[src/rtl/pipe_pkg.sv]
// Shared pipeline types and widths for the 5-stage MIPS datapath.
// The control bundle and its bubble value are reused by every
// inter-stage register that carries EX/MEM/WB control.
package pipe_pkg;

  localparam int DATA_W  = 32;
  localparam int REG_W   = 5;
  localparam int ALUOP_W = 4;

  typedef struct packed {
    logic               regWrite;
    logic               memRead;
    logic               memWrite;
    logic               memToReg;
    logic               aluSrc;
    logic [ALUOP_W-1:0] aluOp;
  } ctrl_t;

  // A bubble must not write the register file or memory; all-zero does that.
  localparam ctrl_t CTRL_BUBBLE = '0;

endpackage

[src/rtl/load_use_detect.sv]
// Load-use hazard detector: the instruction in EX is a load whose
// destination (never r0) is a source of the instruction sitting in ID.
// Purely combinational.
module load_use_detect #(
  parameter int REG_W = pipe_pkg::REG_W
) (
  input  logic             ex_mem_read,
  input  logic [REG_W-1:0] ex_rt,
  input  logic [REG_W-1:0] id_rs,
  input  logic [REG_W-1:0] id_rt,
  output logic             hz
);

  // r0 is hardwired to zero, so a load targeting it creates no dependence.
  always_comb begin
    hz = ex_mem_read && (ex_rt != '0) && ((ex_rt == id_rs) || (ex_rt == id_rt));
  end

endmodule

[src/rtl/id_ex_stage.sv]
// ID/EX pipeline register with load-use stall generation.
// Priority each edge: rst > ext_hold (freeze) > flush > hazard bubble > load.
// Optional macro STALL_COUNT_EN adds free-running stall/flush event counters
// (stall_cycles, flush_cycles); without it those ports do not exist.
import pipe_pkg::*;

module id_ex_stage #(
  parameter int DATA_W  = pipe_pkg::DATA_W,
  parameter int REG_W   = pipe_pkg::REG_W,
  parameter int ALUOP_W = pipe_pkg::ALUOP_W
) (
  input  logic               clk,
  input  logic               rst,
  input  logic               ext_hold,
  input  logic               flush,
  input  logic [REG_W-1:0]   IF_ID_rs,
  input  logic [REG_W-1:0]   IF_ID_rt,
  input  logic [REG_W-1:0]   IF_ID_rd,
  input  logic               id_regWrite,
  input  logic               id_memRead,
  input  logic               id_memWrite,
  input  logic               id_memToReg,
  input  logic               id_aluSrc,
  input  logic               id_regDst,
  input  logic [ALUOP_W-1:0] id_aluOp,
  input  logic [DATA_W-1:0]  id_rsData,
  input  logic [DATA_W-1:0]  id_rtData,
  input  logic [DATA_W-1:0]  id_imm,
  input  logic [DATA_W-1:0]  id_pc4,
  output logic [REG_W-1:0]   ID_EX_rs,
  output logic [REG_W-1:0]   ID_EX_rt,
  output logic [REG_W-1:0]   ID_EX_writeReg,
  output logic               ID_EX_regWrite,
  output logic               ID_EX_memRead,
  output logic               ID_EX_memWrite,
  output logic               ID_EX_memToReg,
  output logic               ID_EX_aluSrc,
  output logic [ALUOP_W-1:0] ID_EX_aluOp,
  output logic [DATA_W-1:0]  ID_EX_rsData,
  output logic [DATA_W-1:0]  ID_EX_rtData,
  output logic [DATA_W-1:0]  ID_EX_imm,
  output logic [DATA_W-1:0]  ID_EX_pc4,
  output logic               stall
`ifdef STALL_COUNT_EN
  ,
  output logic [31:0]        stall_cycles,
  output logic [31:0]        flush_cycles
`endif
);

  ctrl_t             ctrl_q;
  ctrl_t             id_ctrl;
  logic [REG_W-1:0]  rs_q;
  logic [REG_W-1:0]  rt_q;
  logic [REG_W-1:0]  wr_q;
  logic [DATA_W-1:0] rs_data_q;
  logic [DATA_W-1:0] rt_data_q;
  logic [DATA_W-1:0] imm_q;
  logic [DATA_W-1:0] pc4_q;
  logic              hz;

  load_use_detect #(
    .REG_W (REG_W)
  ) u_load_use_detect (
    .ex_mem_read (ctrl_q.memRead),
    .ex_rt       (rt_q),
    .id_rs       (IF_ID_rs),
    .id_rt       (IF_ID_rt),
    .hz          (hz)
  );

  // Bundle the decoded ID control into the shared control type.
  always_comb begin
    id_ctrl          = CTRL_BUBBLE;
    id_ctrl.regWrite = id_regWrite;
    id_ctrl.memRead  = id_memRead;
    id_ctrl.memWrite = id_memWrite;
    id_ctrl.memToReg = id_memToReg;
    id_ctrl.aluSrc   = id_aluSrc;
    id_ctrl.aluOp    = id_aluOp;
  end

  // A flush already squashes the dependent instruction, and a freeze holds
  // everything anyway, so neither needs the upstream stages to stall.
  always_comb begin
    stall = hz && !flush && !ext_hold;
  end

  // ID/EX register: freeze, bubble on flush or hazard, otherwise capture ID.
  always_ff @(posedge clk) begin
    if (rst) begin
      ctrl_q    <= CTRL_BUBBLE;
      rs_q      <= '0;
      rt_q      <= '0;
      wr_q      <= '0;
      rs_data_q <= '0;
      rt_data_q <= '0;
      imm_q     <= '0;
      pc4_q     <= '0;
    end else if (ext_hold) begin
      ctrl_q    <= ctrl_q;
      rs_q      <= rs_q;
      rt_q      <= rt_q;
      wr_q      <= wr_q;
      rs_data_q <= rs_data_q;
      rt_data_q <= rt_data_q;
      imm_q     <= imm_q;
      pc4_q     <= pc4_q;
    end else if (flush || hz) begin
      ctrl_q    <= CTRL_BUBBLE;
      rs_q      <= '0;
      rt_q      <= '0;
      wr_q      <= '0;
      rs_data_q <= '0;
      rt_data_q <= '0;
      imm_q     <= '0;
      pc4_q     <= '0;
    end else begin
      ctrl_q    <= id_ctrl;
      rs_q      <= IF_ID_rs;
      rt_q      <= IF_ID_rt;
      wr_q      <= id_regDst ? IF_ID_rd : IF_ID_rt;
      rs_data_q <= id_rsData;
      rt_data_q <= id_rtData;
      imm_q     <= id_imm;
      pc4_q     <= id_pc4;
    end
  end

  // Drive the registered fields onto the named outputs.
  always_comb begin
    ID_EX_rs       = rs_q;
    ID_EX_rt       = rt_q;
    ID_EX_writeReg = wr_q;
    ID_EX_regWrite = ctrl_q.regWrite;
    ID_EX_memRead  = ctrl_q.memRead;
    ID_EX_memWrite = ctrl_q.memWrite;
    ID_EX_memToReg = ctrl_q.memToReg;
    ID_EX_aluSrc   = ctrl_q.aluSrc;
    ID_EX_aluOp    = ctrl_q.aluOp;
    ID_EX_rsData   = rs_data_q;
    ID_EX_rtData   = rt_data_q;
    ID_EX_imm      = imm_q;
    ID_EX_pc4      = pc4_q;
  end

`ifdef STALL_COUNT_EN
  // Event counters; a flush during a freeze is not counted because the
  // flush source holds it until the freeze ends and it is counted then.
  always_ff @(posedge clk) begin
    if (rst) begin
      stall_cycles <= '0;
      flush_cycles <= '0;
    end else begin
      if (stall) stall_cycles <= stall_cycles + 32'd1;
      if (flush && !ext_hold) flush_cycles <= flush_cycles + 32'd1;
    end
  end
`endif

endmodule

[config.mk]
export PLATFORM = sky130hd
export DESIGN_NAME = id_ex_stage
export DESIGN_NICKNAME = d
export VERILOG_FILES = /design/src/rtl/pipe_pkg.sv /design/src/rtl/load_use_detect.sv /design/src/rtl/id_ex_stage.sv
export SDC_FILE = /design/constraint.sdc
export NUM_CORES = 1
export LEC_CHECK = 0
export ABC_AREA = 1
export BUFFER_PORTS_ARGS = -buffer_cell sky130_fd_sc_hd__buf_4
export CAP_MARGIN = 20
export CORE_MARGIN = 4
export CORE_UTILIZATION = 40
export DETAILED_ROUTE_END_ITERATION = 7
export PLACE_DENSITY = 0.74
export SETUP_SLACK_MARGIN = 0.5
export SYNTH_ARGS = -nofsm -noshare
export SYNTH_HDL_FRONTEND = slang
export SYNTH_SLANG_ARGS = --single-unit
[constraint.sdc]
create_clock -name clk -period 2.3 [get_ports clk]
set_input_delay 0.115 -clock clk [delete_from_list [all_inputs] [get_ports clk]]
set_output_delay 0.115 -clock clk [all_outputs]
set_load 0.02 [all_outputs]
-- Yosys cells after proc, flatten, opt, wreduce, memory -nomap -nowiden
Index checks and enable logic that the tools add are counted.
- eq/ne operators: 2
- mux-type cells: 9
- reductions and logical operators: 9
- operators by type and width (operator ; number):
    $mux 32 ; 4
    $mux 5 ; 4
    $eq 5x5->1 ; 2
    $mux 9 ; 1
    $reduce_bool 5->1 ; 1
    $logic_and 1x1->1 ; 4
    $logic_not 1->1 ; 2
    $logic_or 1x1->1 ; 2
- register bits: 152
- bits of input ports: 157
- output and inout port bits: 153
- word-level logic and storage cells: 33

-- Logic depth before layout (Yosys ltp)
- word-level depth: 5
- gate-level depth with buffers: 11
- mapped depth without buffers: 9

-- By module
Synthesis repeated with hierarchy kept, for this count alone.
- cells, all modules: 724
- area, all modules: 5507.8 µm²
- modules (own cells, without submodules) (module ; instances ; cells an instance ; area each (µm²) ; sequential area each (µm²)):
    id_ex_stage ; 1 ; 679 ; 5312.6 ; 3042.9
    load_use_detect ; 1 ; 45 ; 195.2 ; 0.0

-- Worst setup path before layout
Ideal clock, no wire load.
- kind: register to output
- start point: reg rt_q[0] (netlist: ID_EX_rt[0])
- end point: out stall
- arrival: 1.633 ns
- data required time: 2.185 ns
- slack: 0.552 ns
- stages on the path, launching flop included: 10
- buffers on the path: 1
- path through: dfxtp_1 inv_1 nand2_1 nand2_1 nor2_1 nand3_1 nand2_1 nand2_4 buf_2 nor3_1
- cells in the longest elaborated chain, start to end: 5
- elaborated cells between the ends (all ways): 8
- those cells by class: eq/ne (2); reduce/logical (6)
- RTL lines (what ; RTL line ; source):
    start: declaration ; id_ex_stage.sv:54 ; logic [REG_W-1:0] rt_q;
    start signal: assignment ; id_ex_stage.sv:103 ; rt_q <= rt_q;
    start signal: assignment ; id_ex_stage.sv:121 ; rt_q <= IF_ID_rt;
    $eq 5x5->1 / $reduce_bool 5->1 (equally long branches) ; load_use_detect.sv:16 ; hz = ex_mem_read && (ex_rt != '0) && ((ex_rt == id_rs) || (ex_rt == id_rt));
    $logic_or 1x1->1 / $logic_and 1x1->1 (equally long branches) ; load_use_detect.sv:16 ;
    $logic_and 1x1->1 * ; load_use_detect.sv:16 ;
    $logic_and 1x1->1 * (2 in series) ; id_ex_stage.sv:86 ; stall = hz && !flush && !ext_hold;
    end: declaration ; id_ex_stage.sv:43 ; output logic stall
Mark *: on every way between the ends. The rest lies on a longest branch, timed or not.

-- Final worst setup path
- start point: in IF_ID_rt[1]
- end point: out stall
- cells in the longest elaborated chain, start to end: 5
- RTL lines (what ; RTL line ; source):
    start: declaration ; id_ex_stage.sv:17 ; input logic [REG_W-1:0] IF_ID_rt,
    $eq 5x5->1 ; load_use_detect.sv:16 ;
    $logic_or 1x1->1 ; load_use_detect.sv:16 ;
    $logic_and 1x1->1 ; load_use_detect.sv:16 ;
    $logic_and 1x1->1 (2 in series) ; id_ex_stage.sv:86 ;
Every way passes these cells.

==> results.md <==
* Status: finished, final reports clean
* Die X at 130 um
* Comb pwr share at 16.5%
* Leakage at 0.00451 uW
* Clock power share at 41.4%
* Worst path slowest cell: dlygate4sd3_1
* DR WL met2 at 11,300 um
* Sw Share at 24.8%
* Worst slew margin at 62.5%
* CTS tree: yes
* Area Growth Syn to Fin at 74.5%
* Crit path buf inv count at 4
* Worst-Margin Slew at 0.563 ns
* Worst setup path category: input port to output port
* FP Rows at 44
* Pint at 4980 uW
* Sum of negative setup slack at 0 ns
* Synth top area share at 50.8%
* Final setup violation count at 0
* CP required at 2.18 ns
* Fin. max-slew vios at 0
* Vias per inst at 5.08
* Clk sinks at 152
* Synth area leaders: dfxtp_1 51%, a21oi_1 13%, nand2_1 11%, nand3_1 9.5%, nand3_2 6.7%
* Hold Crit Class: input port to flop
* Fillers at 1,054
* DRT Pass-1 Iters at 5
* Worst Path Max Fanout at 6
* First-pass GRT wire length at 33,600 um
* Final wirelength at 22,400 um
* Sw Pwr at 1640 uW
* Starting density of the core at 41.1%
* Total die area at 0.0170 mm2
* CP arrival at 1.71 ns
* Synth warn at 0
* Tot GR Track Use at 24.9%
* DRC violations left at 0
* Final min period at 1.82 ns
* Critical Path Source Type: input port
* Critical path, cell by cell: dlygate4sd3_1 > buf_4 > inv_1 > nand2_1 > nand2_1 > nor2_1 > nand3_1 > nand2_2 > nand2_8 > nor3_4 > buf_6
* Final Core Density at 71.7%
* Post-Place Setup Slack at 0.548 ns
* Via Count at 6,909
* Power Density at 633 mW/mm2
* Max-cap violations at 0
* Initial antenna violation count at 0
* WL met3 at 1990 um
* H-tree Lvls at 4
* Flops & latches, synth at 152
* Placed instance area at 0.00834 mm2
* Cell family with most CP delay: buffers and inverters
* Highest routed layer: met4
* Root Buffer: clkbuf_16
* # diodes at 0
* Clk slew on worst S/H paths at 0.06 ns
* RSZ-0062 raised after global routing: true
* DP HPWL at 12,900 um
* Drt first-iter violations at 400
* Clock buffer count from CTS at 17
* Seq/Total Area, Yosys at 50.8%
* Port buffer count at 309
* Final Hold Fails at 0
* Non-Filler Instances at 1,360
* Final worst setup slack at 0.479 ns
* ANT nets after route at 0
* CP peak stage delay at 0.55 ns
* CORE AREA at 0.0146 mm2
* Die height at 130 um
* Synth Cell Area at 0.00599 mm2
* Placed instance count at 1,178
* Period utilization at 79.2%
* Clock Latency Late Sink at 0.41 ns
* Cell taking the most area after synthesis: dfxtp_1
* Yosys cell types at 19
* Layout cell share with drive strength beyond 1 at 34.8%
* Worst Clk Skew at 0.00714 ns
* Largest net degree at the start of global routing at 65
* Synth Instances at 740
* Final GP Congestion at 0.850
* # IOs at 310
* Sequential fraction of design power at 42.2%
* FMAX at 549 MHz
* Number of global-route vias before repair at 6,710
* Wire per inst at 16.5 um
* Worst setup EP type: output port
* Mapped Nets at 897
* Grt ovf at 0
* Cell mode on critical path: nand2_1
* Nets at 1,321
* VDD IR-drop max at 0.000516 V
* Cell area after layout at 0.0105 mm2
* Maximum clock path buffer count at 2
* DRT met1 WL at 8270 um
* Average cell area after synthesis at 8.10 um2
[power groups by stage]
stage	sequential, uW	combinational, uW	clock [uW]
floorplan	2970	279	0
finish	2790	1090	2740
detailed placement	2850	856	0
global route	2800	1160	2890
global placement	2840	851	0
CTS	2790	1070	2780
[layout make-up]
type | instances | area [um2] | area share [%]
inverters | 15 | 58.8 | 0.562
clock buffers | 23 | 478 | 4.57
flip-flops and latches | 152 | 3050 | 29.2
repair buffers | 471 | 3980 | 38.1
clock inverters | 8 | 96.3 | 0.921
well taps | 184 | 230 | 2.20
multi-input cells | 507 | 2560 | 24.5
[final timing paths]
check	startpoint	end	slack [ns]	cells past startpoint
setup / recovery	IF_ID_rt[1]	stall	0.48	11
hold / removal	IF_ID_rs[2]	ID_EX_rs[2]$_SDFFE_PP0N_	0.02	3
setup reg to reg	ID_EX_rt[1]$_SDFFE_PP0N_	ID_EX_rtData[28]$_SDFFE_PP0N_	0.62	8
hold reg to reg	ID_EX_rtData[12]$_SDFFE_PP0N_	ID_EX_rtData[12]$_SDFFE_PP0N_	0.46	2
[synthesized netlist by cell type]
| library cell | n |
|---|---|
| nor3_1 | 1 |
| nand2_4 | 1 |
| clkbuf_1 | 35 |
| nand2_1 | 179 |
| inv_1 | 12 |
| dfxtp_1 | 152 |
| a21oi_1 | 154 |
| buf_8 | 7 |
| buf_2 | 23 |
| buf_12 | 1 |
| nand3_2 | 40 |
| buf_1 | 1 |
| nand4_1 | 1 |
| nand3_1 | 114 |
| xnor2_1 | 2 |
| nor2_1 | 10 |
| a211oi_1 | 3 |
| inv_2 | 3 |
| o21ai_0 | 1 |
[logic make-up (layout without fill, tap and decap cells)]
family	Yosys count	in the layout	synth area share, %
compound gates	158	158	13.3
xor+xnor	2	2	0.292
buf+inv	82	517	7.20
flops	152	152	50.8
simple gates	346	347	28.4
[worst register-to-register path, cell delays in order, from the launching register on]
cell	delay, ns
dfxtp_4	0.36
inv_4	0.06
nand4_1	0.08
o21ai_0	0.14
inv_1	0.16
nand2_8	0.15
buf_12	0.25
nand3_1	0.22
a21oi_1	0.18
[flip-flops by register name, indices dropped and copies added, names as in the netlist]
name            cells
ID_EX_aluOp         4
ID_EX_aluSrc        1
ID_EX_imm          32
ID_EX_memRead       1
ID_EX_memToReg      1
ID_EX_memWrite      1
ID_EX_pc4          32
ID_EX_regWrite      1
ID_EX_rs            5
ID_EX_rsData       32
ID_EX_rt            5
ID_EX_rtData       32
ID_EX_writeReg      5
[per-layer routing]
| metal | vias up | GRT usage, % |
|---|---|---|
| met5 | - | 0 |
| met4 | 0 | 12.8 |
| met3 | 71 | 7.52 |
| met2 | 335 | 42.6 |
| met1 | 3169 | 28.1 |
| li1 | 3334 | - |
[timing repair]
item | CTS | global route
hold buffers | 145 | 0
resized for setup | 8 | 9
setup buffers | 1 | 4
pin swaps | 2 | 6
gates cloned | 1 | 0
hold endpoints to repair | 145 | 0
endpoints found under the setup margin | 1 | 49
[metrics by stage]
step | hold WS, ns | power, uW
after floorplan | 0.258 | 3250
after global placement | 0.383 | 3690
after detailed placement | 0.389 | 3700
after CTS | 0.00419 | 6640
after global routing | 0.0354 | 6860
final | 0.0163 | 6620
[cell usage in the layout, fill, tap and decap left out, types with 6 or more instances in the layout]
cell type / n
buf_4: 317
nand2_1: 176
a21oi_1: 154
dfxtp_1: 148
dlygate4sd3_1: 144
nand3_1: 114
nand3_2: 40
clkbuf_16: 17
inv_1: 11
nor2_1: 9
buf_12: 6
Power figures use the tool's default switching activity.
